File: config.mk
export PLATFORM = sky130hd
export DESIGN_NAME = ball_packet_tx_flat
export DESIGN_NICKNAME = d
export VERILOG_FILES = /design/src/rtl/link_pkg.sv /design/src/rtl/ball_packet_tx_if.sv /design/src/rtl/frame_builder.sv /design/src/rtl/ball_packet_tx.sv /design/src/flat_wrapper.sv
export SDC_FILE = /design/constraint.sdc
export NUM_CORES = 1
export LEC_CHECK = 0
export ABC_AREA = 1
export CORE_MARGIN = 8
export CORE_UTILIZATION = 40
export DETAILED_ROUTE_END_ITERATION = 6
export DONT_BUFFER_PORTS = 1
export PLACE_DENSITY_LB_ADDON = 0.1
export REMOVE_ABC_BUFFERS = 1
export SYNTH_ARGS = -nofsm -noshare
export SYNTH_HDL_FRONTEND = slang
export SYNTH_SLANG_ARGS = --single-unit
File: constraint.sdc
create_clock -name clk_25MHZ -period 1.6 [get_ports clk_25MHZ]
set_input_delay 0.16 -clock clk_25MHZ [delete_from_list [all_inputs] [get_ports clk_25MHZ]]
set_output_delay 0.16 -clock clk_25MHZ [all_outputs]
set_load 0.005 [all_outputs]
File: src/rtl/link_pkg.sv
// rtl/link_pkg.sv - shared types, register map and helpers for the board-to-board ball link
package link_pkg;

   // Transmit sequencer states
   typedef enum logic [1:0] {
      IDLE,
      SEND,
      GAP,
      DONE
   } tx_state_t;

   // Opponent slave register map; frame byte N+1 carries register N
   localparam int REG_Y0    = 0;
   localparam int REG_Y1    = 1;
   localparam int REG_VY    = 2;
   localparam int REG_GRAV  = 3;
   localparam int REG_SPEED = 4;
   localparam int REG_WIN   = 5;

   // Register pointer byte plus six data registers
   localparam int FRAME_BYTES = 7;

   // Ball state captured at the start of a frame
   typedef struct packed {
      logic [9:0] y;
      logic [9:0] vy;
      logic [1:0] grav;
      logic       slow;
      logic       lose;
   } snap_t;

   // Clamp a 10-bit signed velocity into the 8-bit signed register range
   function automatic logic [7:0] sat10to8(input logic signed [9:0] v);
      if (v > 10'sd127) begin
         return 8'h7F;
      end else if (v < -10'sd128) begin
         return 8'h80;
      end else begin
         return v[7:0];
      end
   endfunction

endpackage

File: src/rtl/ball_packet_tx_if.sv
// rtl/ball_packet_tx_if.sv - byte-level handshake between frame sender and I2C master
interface ball_packet_tx_if;
   logic [6:0] i2c_addr;
   logic       tx_valid;
   logic [7:0] tx_data;
   logic       tx_first;
   logic       tx_last;
   logic       tx_ready;
   logic       tx_nack;

   modport master (
      output i2c_addr,
      output tx_valid,
      output tx_data,
      output tx_first,
      output tx_last,
      input  tx_ready,
      input  tx_nack
   );

   modport slave (
      input  i2c_addr,
      input  tx_valid,
      input  tx_data,
      input  tx_first,
      input  tx_last,
      output tx_ready,
      output tx_nack
   );
endinterface

File: src/rtl/frame_builder.sv
// rtl/frame_builder.sv - combinational frame byte mux from the latched ball snapshot
module frame_builder
   import link_pkg::*;
(
   input  snap_t      snap,
   input  logic [2:0] idx,
   output logic [7:0] byte_out
);

   // Select frame byte idx; byte 0 is the starting register pointer
   always_comb begin
      byte_out = 8'h00;
      case (idx)
         3'd0:              byte_out = 8'(REG_Y0);
         3'(REG_Y0 + 1):    byte_out = {snap.y[9:8], 6'b0};
         3'(REG_Y1 + 1):    byte_out = snap.y[7:0];
         3'(REG_VY + 1):    byte_out = sat10to8($signed(snap.vy));
         3'(REG_GRAV + 1):  byte_out = {6'b0, snap.grav};
         3'(REG_SPEED + 1): byte_out = {7'b0, snap.slow};
         3'(REG_WIN + 1):   byte_out = {7'b0, snap.lose};
         default:           byte_out = 8'h00;
      endcase
   end

endmodule

File: src/rtl/ball_packet_tx.sv
// rtl/ball_packet_tx.sv - snapshots ball state and sends it as a 7-byte I2C register write
module ball_packet_tx
   import link_pkg::*;
#(
   parameter logic [6:0] SLAVE_ADDR = 7'h42,
   parameter int         MAX_RETRY  = 3,
   parameter int         GAP_CYCLES = 250
) (
   input  logic       clk_25MHZ,
   input  logic       reset,
   input  logic       ball_send_trigger,
   input  logic [9:0] ball_y,
   input  logic [9:0] ball_vy,
   input  logic [1:0] gravity_counter,
   input  logic       speed_slow,
   input  logic       is_lose,
   output logic       is_i2c_master_done,
   output logic       link_error,
   ball_packet_tx_if.master tx
);

   localparam int RETRY_W = $clog2(MAX_RETRY + 1);
   localparam int GAP_W   = $clog2(GAP_CYCLES);

   tx_state_t          state_q, state_d;
   snap_t              snap_q, snap_d;
   logic [2:0]         idx_q, idx_d;
   logic [RETRY_W-1:0] retry_q, retry_d;
   logic [GAP_W-1:0]   gap_q, gap_d;
   logic               link_error_q, link_error_d;
   // Set once the trigger has been seen low while idle; a new frame needs it
   logic               armed_q, armed_d;

   logic [7:0]         frame_byte;
   logic               in_send;
   logic               last_byte;

   frame_builder u_frame_builder (
      .snap     (snap_q),
      .idx      (idx_q),
      .byte_out (frame_byte)
   );

   assign in_send   = (state_q == SEND);
   assign last_byte = (idx_q == 3'(FRAME_BYTES - 1));

   assign tx.i2c_addr = SLAVE_ADDR;
   assign tx.tx_valid = in_send;
   assign tx.tx_data  = in_send ? frame_byte : 8'h00;
   assign tx.tx_first = in_send && (idx_q == 3'd0);
   assign tx.tx_last  = in_send && last_byte;

   assign is_i2c_master_done = (state_q == DONE);
   assign link_error         = link_error_q;

   // State register; reset clears tx_valid immediately so the master abandons its transfer
   always_ff @(posedge clk_25MHZ or posedge reset) begin
      if (reset) begin
         state_q      <= IDLE;
         snap_q       <= '0;
         idx_q        <= 3'd0;
         retry_q      <= '0;
         gap_q        <= '0;
         link_error_q <= 1'b0;
         armed_q      <= 1'b0;
      end else begin
         state_q      <= state_d;
         snap_q       <= snap_d;
         idx_q        <= idx_d;
         retry_q      <= retry_d;
         gap_q        <= gap_d;
         link_error_q <= link_error_d;
         armed_q      <= armed_d;
      end
   end

   // Next-state: latch, byte stepping, NACK retry with idle gap, and done handshake
   always_comb begin
      state_d      = state_q;
      snap_d       = snap_q;
      idx_d        = idx_q;
      retry_d      = retry_q;
      gap_d        = gap_q;
      link_error_d = link_error_q;
      armed_d      = armed_q;

      case (state_q)
         IDLE: begin
            if (!ball_send_trigger) begin
               armed_d = 1'b1;
            end else if (armed_q) begin
               snap_d.y     = ball_y;
               snap_d.vy    = ball_vy;
               snap_d.grav  = gravity_counter;
               snap_d.slow  = speed_slow;
               snap_d.lose  = is_lose;
               link_error_d = 1'b0;
               retry_d      = '0;
               idx_d        = 3'd0;
               armed_d      = 1'b0;
               state_d      = SEND;
            end
         end

         SEND: begin
            // A NACK outranks a simultaneous ready
            if (tx.tx_nack) begin
               if (int'(retry_q) < MAX_RETRY) begin
                  retry_d = retry_q + 1'b1;
                  gap_d   = '0;
                  state_d = GAP;
               end else begin
                  link_error_d = 1'b1;
                  state_d      = DONE;
               end
            end else if (tx.tx_ready) begin
               if (last_byte) begin
                  state_d = DONE;
               end else begin
                  idx_d = idx_q + 3'd1;
               end
            end
         end

         GAP: begin
            if (int'(gap_q) == GAP_CYCLES - 1) begin
               idx_d   = 3'd0;
               state_d = SEND;
            end else begin
               gap_d = gap_q + 1'b1;
            end
         end

         DONE: begin
            if (!ball_send_trigger) begin
               state_d = IDLE;
            end
         end

         default: state_d = IDLE;
      endcase
   end

endmodule

File: src/flat_wrapper.sv
// flat-port wrapper written by rule: the top's interface ports become plain ports
module ball_packet_tx_flat import link_pkg::*;
#(
   parameter logic [6:0] SLAVE_ADDR = 7'h42,
   parameter int         MAX_RETRY  = 3,
   parameter int         GAP_CYCLES = 250
)
  (clk_25MHZ, reset, ball_send_trigger, ball_y, ball_vy, gravity_counter, speed_slow, is_lose, is_i2c_master_done, link_error, tx_i2c_addr, tx_tx_valid, tx_tx_data, tx_tx_first, tx_tx_last, tx_tx_ready, tx_tx_nack);
  ball_packet_tx_if tx_i ();
  input  logic clk_25MHZ;
  input  logic reset;
  input  logic ball_send_trigger;
  input  logic [9:0] ball_y;
  input  logic [9:0] ball_vy;
  input  logic [1:0] gravity_counter;
  input  logic speed_slow;
  input  logic is_lose;
  output logic is_i2c_master_done;
  output logic link_error;
  output wire logic [$bits(tx_i.i2c_addr)-1:0] tx_i2c_addr;
  output wire logic [$bits(tx_i.tx_valid)-1:0] tx_tx_valid;
  output wire logic [$bits(tx_i.tx_data)-1:0] tx_tx_data;
  output wire logic [$bits(tx_i.tx_first)-1:0] tx_tx_first;
  output wire logic [$bits(tx_i.tx_last)-1:0] tx_tx_last;
  input wire logic [$bits(tx_i.tx_ready)-1:0] tx_tx_ready;
  input wire logic [$bits(tx_i.tx_nack)-1:0] tx_tx_nack;
  assign tx_i2c_addr = tx_i.i2c_addr;
  assign tx_tx_valid = tx_i.tx_valid;
  assign tx_tx_data = tx_i.tx_data;
  assign tx_tx_first = tx_i.tx_first;
  assign tx_tx_last = tx_i.tx_last;
  assign tx_i.tx_ready = tx_tx_ready;
  assign tx_i.tx_nack = tx_tx_nack;
  ball_packet_tx #(.SLAVE_ADDR(SLAVE_ADDR), .MAX_RETRY(MAX_RETRY), .GAP_CYCLES(GAP_CYCLES)) u_core (.clk_25MHZ(clk_25MHZ), .reset(reset), .ball_send_trigger(ball_send_trigger), .ball_y(ball_y), .ball_vy(ball_vy), .gravity_counter(gravity_counter), .speed_slow(speed_slow), .is_lose(is_lose), .is_i2c_master_done(is_i2c_master_done), .link_error(link_error), .tx(tx_i));
endmodule
## After elaboration in Yosys (flattened, before gate mapping)

Index checks and enable logic that the tools add are counted.

- Add/sub/neg operators: 3
- Magnitude comparators: 3
- Equal/unequal tests: 23
- Muxes and demuxes: 35
- Reduce and logical (&&, ||, !) cells: 13

Operators by type and width:

| cell | count |
|---|---|
| two-way mux 8 bit | 6 |
| case mux 8 bit (6 select lines) | 1 |
| two-way mux 2 bit | 11 |
| two-way mux 3 bit | 6 |
| inequality test 2 bit (second input constant) | 9 |
| case mux 8 bit (2 select lines) | 1 |
| > comparator 10 x 8 -> 1 bit (second input constant) | 1 |
| < comparator 10 x 8 -> 1 bit (second input constant) | 1 |
| AND reduction 5 bit | 2 |
| equality test 3 bit (second input constant) | 3 |
| case mux 3 bit (3 select lines) | 1 |
| adder 8 x 1 -> 8 bit (second input constant) | 1 |
| equality test 8 x 4 -> 1 bit (second input constant) | 1 |
| case mux 2 bit (4 select lines) | 1 |
| AND reduction 7 bit | 1 |
| equality test 3 x 2 -> 1 bit (second input constant) | 2 |
| two-way mux 1 bit | 6 |
| inequality test 3 bit (second input constant) | 2 |
| AND reduction 6 bit | 1 |
| equality test 2 bit (second input constant) | 2 |
| inequality test 2 x 1 -> 1 bit (second input constant) | 2 |
| case mux 2 bit (2 select lines) | 1 |
| AND reduction 4 bit | 1 |
| nonzero test 2 bit | 2 |
| other kinds (11) | 12 |

- Flip-flop bits (word level): 41
- Logic and storage cells: 88

## Logic depth before layout (Yosys ltp)

- Word-level depth: 5
- Mapped depth: 9
- Depth with buffers taken out: 9

## By module

A second synthesis with hierarchy kept.

- Cells, all modules: 327
- Area total of the unflattened synthesis: 2421.1 um^2

By module, submodules not included:

| module | instances | cells an instance | area each (um^2) | sequential area each (um^2) |
|---|---|---|---|---|
| ball_packet_tx | 1 | 279 | 2185.8 | 1026.0 |
| frame_builder | 1 | 48 | 235.2 | 0.0 |

## Worst setup path after synthesis

Ideal clock, no wire load.

- Kind: register to output
- Start: register u_core.idx_q[2]
- End: output port tx_tx_data[0]
- Data arrival time: 1.320 ns
- Data required time: 1.440 ns
- Path slack: 0.120 ns
- Stages on the path, launching flop included: 7
- Buffers on the path: 0
- Cell sequence: dfrtp_1 inv_1 ha_1 inv_1 a21oi_1 o21ai_0 a21oi_1

- Longest elaborated chain between the ends: 3
- Elaborated cells between the ends (all ways): 8
- Classes of those cells: 6 x eq/ne; 2 x mux

RTL lines:

| what | line | text |
|---|---|---|
| start: declaration | ball_packet_tx.sv:27 | `logic [2:0] idx_q, idx_d;` |
| start signal: assignment | ball_packet_tx.sv:69 | `idx_q <= idx_d;` |
| equality test 3 bit, or another cell as far along | frame_builder.sv:13 | `case (idx)` |
| case mux 8 bit (6 select lines) (*) | frame_builder.sv:13 |  |
| two-way mux 8 bit (*) | ball_packet_tx.sv:49 | `assign tx.tx_data = in_send ? frame_byte : 8'h00;` |
| end: declaration | flat_wrapper.sv:22 | `output wire logic [$bits(tx_i.tx_data)-1:0] tx_tx_data;` |

Mark *: on every way between the ends. The rest lies on a longest branch, timed or not.

## Final worst setup path

- Start: register u_core.idx_q[1]
- End: output port tx_tx_data[3]

The elaborated chain is that of the path after synthesis.

==> impl_summary.txt <==
----------------------------------------------------
[Status]
  Result of the run ... complete, but fails checks
  Violated checks ... setup timing

[STA]
  Final TNS setup ... -0.336 ns
  Setup slack after layout ... -0.0585 ns
  Max Clock Skew ... 0.00569 ns
  Final setup vio count ... 7
  Endpoints failing hold ... 0
  Worst-margin pin slew ... 0.518 ns
  Final critical delay including setup and external delays ... 1.66 ns
  Max-slew headroom at the worst pin ... 0.654
  Total count of max-transition violations in the final report ... 0
  RSZ-0062 raised after global routing ... yes
  Max Clock Freq ... 603 MHz
  Final worst path period share ... 1.04

[Route]
  Detailed-route DRC error count ... 0
  Final wirelength ... 5520 um
  Total number of vias ... 1966
  Starting DRT DRC Count ... 75
  Post-detailed-route wirelength per cell ... 13.3 um
  Drt via density ... 4.73
  Iteration count of the initial detailed-routing pass ... 4
  DRT antenna net count ... 0

[Hold path]
  Hold Path Class ... input pin to register

[Placement]
  Placed wire-length estimate after detailed placement ... 3840 um
  Setup slack after placement ... 0.125 ns
  Port Buf Inserts ... 0
  Final weighted congestion of routability-driven global placement ... 0.816

[Synthesis]
  Sequential area share after synthesis ... 0.451
  Cell types with the largest area share after synthesis ... dfrtp_1 45%, nand2_1 18%, inv_1 5.6%
  Yosys Warn Count ... 0
  Top cell type's share of synthesized area ... 0.451
  Mean area per synthesized cell ... 7.47 um2
  Summed instance area of the synthesized netlist ... 2280 um2
  Number of instances in the synthesized netlist ... 305
  Synthesis-stage register bit count ... 41
  Cell accounting for the most synthesized area ... dfrtp_1
  Synth unique cells ... 26

[CTS]
  Clock slew seen by the registers of the worst setup and hold paths ... 0.08 ns
  Maximum number of buffers from clock root to sink ... 2
  Clock tree root buffer cell ... clkbuf_8
  Clock tree sinks ... 41
  CTS tree ... built
  Maximum level of the CTS H-tree ... 2
  Clock insertion delay at the later pin of the skew report ... 0.29 ns
  CTS Buf Count ... 5

[GRT]
  All-layer global routing usage ... 0.135
  Remaining global-route overflow ... 0
  Wire length of the first global-routing pass ... 9290 um
  Antenna violations before repair ... 0
  Via count of the first global-routing pass ... 1942
  Maximum number of pins on one net before global-route repair ... 42

[Layout]
  Antenna cells ... 0
  Storage cell area ... 1030 um2
  Fill cell count ... 548
  Proportion of layout cells with a drive suffix above 1 ... 0.180
  Multi-input gate area in the final layout ... 1150 um2
  Area growth, synth to finish ... 25.2%
  Number of nets in the final layout ... 380

[Critical path]
  Worst Setup Start Kind ... register
  Crit path capture type ... primary output
  Endpoint required time on the critical path ... 1.44 ns
  Worst Path Max Fanout ... 5
  Startpoint-to-endpoint class of the critical path ... register to primary output
  Arrival time of the worst setup path ... 1.50 ns

[Floorplanning]
  Floorplan row count ... 27
  DIE AREA ... 8360 um2
  Width of the die ... 91.5 um
  Area of the placeable core ... 5510 um2
  Overall die height ... 91.5 um
  IO Pins ... 49
  Starting Density ... 0.414

[Pwr]
  Power per cell area ... 1470 nW/um2
  Switching share of total power ... 0.418
  Static leakage ... 1.39 nW
  Share of power burned in the clock network ... 0.154
  Power consumption ... 4.19 mW
  Share of total power in sequential cells ... 0.405
  Worst-case vdd ir drop ... 0.807 mV
  Power Internal ... 2.44 mW
  Net Switching ... 1.75 mW
  Combinational Power Share ... 0.441

[Run]
  Maximum Capacitance Violations ... 0

----------------------------------------------------
[per-layer routing]
| layer | part of all wire | global-route usage | vias up |
|---|---|---|---|
| met4 | 0.016 | 0.0477 | 0 |
| met1 | 0.45 | 0.160 | 896 |
| met3 | 0.064 | 0.0494 | 7 |
| li1 | - | - | 1021 |
| met2 | 0.47 | 0.220 | 42 |
| met5 | 0 | 0 | - |
[cells by family after synthesis]
kind of cell	count (synthesis)	share of synthesized area
AND/OR/NAND/NOR	166	0.308
buffers and inverters	50	0.0962
AO/OA/AOI/OAI	35	0.0868
other	2	0.00330
adder cells (fa/ha/maj)	8	0.0440
XOR/XNOR	3	0.0115
flip-flops	41	0.451
[layout make-up]
cell class | instances | area share
multi-input combinational | 219 | 0.404
clock buffer | 6 | 0.0254
tap | 72 | 0.0316
inverter | 37 | 0.0513
timing repair buffer | 39 | 0.123
sequential | 41 | 0.361
clock inverter | 2 | 0.00351
[worst paths after layout]
path                                       start  slack [ns]  cells past startpoint                to
worst min register to register  u_core.snap_q[4]        0.48                      2  u_core.snap_q[4]
worst max-delay path             u_core.idx_q[1]       -0.06                      7     tx_tx_data[3]
worst min-delay path                  ball_vy[4]        0.01                      2  u_core.snap_q[8]
max in group asynchronous                  reset        0.77                      3   u_core.idx_q[1]
min in group asynchronous                  reset        0.44                      3  u_core.snap_q[9]
worst max register to register   u_core.gap_q[1]        0.14                      9   u_core.gap_q[1]
[cells in the final DEF, fill, tap and decap left out, types with 3 or more instances in the layout]
cell type,n
nand2_1,106
dfrtp_1,39
inv_1,29
dlygate4sd3_1,22
nor2_1,19
nand3_1,16
buf_4,16
o21ai_0,15
nand4_1,8
nor2_2,7
inv_2,7
conb_1,7
a21oi_1,5
clkbuf_8,5
a22oi_2,4
ha_1,4
a21oi_2,3
nand2_2,3
xor2_1,3
nand3b_1,3
[state kept, by name, indices dropped and copies added, names as in the netlist]
name and cells:
u_core.link_error 1, u_core.armed_q 1, u_core.retry_q 2, u_core.gap_q 8, u_core.idx_q 3, u_core.snap_q 24
u_core.state_q 2
[critical path, cell delays in order, from the launching register on]
cell,delay [ns]
dfrtp_2,0.42
ha_2,0.19
ha_4,0.15
inv_2,0.07
a21oi_4,0.04
buf_6,0.13
a22oi_2,0.14
nor2_2,0.06
[repair_timing]
action,4_1_cts,5_1_grt
setup endpoints to repair,8,9
setup buffers,2,1
hold buffers,22,0
hold endpoints to repair,62,0
resized for setup,16,22
pin swaps,12,12
[cells in the mapped netlist]
master	count
inv_2	3
nand2_2	2
a31oi_1	1
conb_1	2
o21ai_2	1
o22ai_1	1
nor2_4	2
buf_4	7
nor2_1	24
inv_1	34
a21oi_2	1
nor3_1	1
buf_2	4
o21ai_0	18
a21oi_1	8
a22oi_1	4
clkbuf_1	2
nand2_1	108
dfrtp_1	41
nand3_1	16
o211ai_1	1
nand4_1	8
nor2_2	2
nand3b_1	3
ha_1	8
xor2_1	3
[power groups by stage]
stage / registers [mW] / logic [mW] / clock network, mW
floorplan: 1.65 / 1.12 / 0
CTS: 1.68 / 1.78 / 0.685
global placement: 1.69 / 1.62 / 0
global route: 1.75 / 2.13 / 0.726
finish: 1.70 / 1.85 / 0.647
detailed placement: 1.70 / 1.63 / 0
[through the flow]
step                      hold WS, ns  std cells   util  cell area, um2
final                          0.0134        416  0.518            2850
after detailed placement        0.224        383  0.438            2410
after global placement          0.226        383  0.438            2410
after floorplan                 0.270        297      -            2220
after CTS                     0.00336        415  0.506            2790
after global routing           0.0157        416  0.518            2850
(Power assumes the default switching activity.)
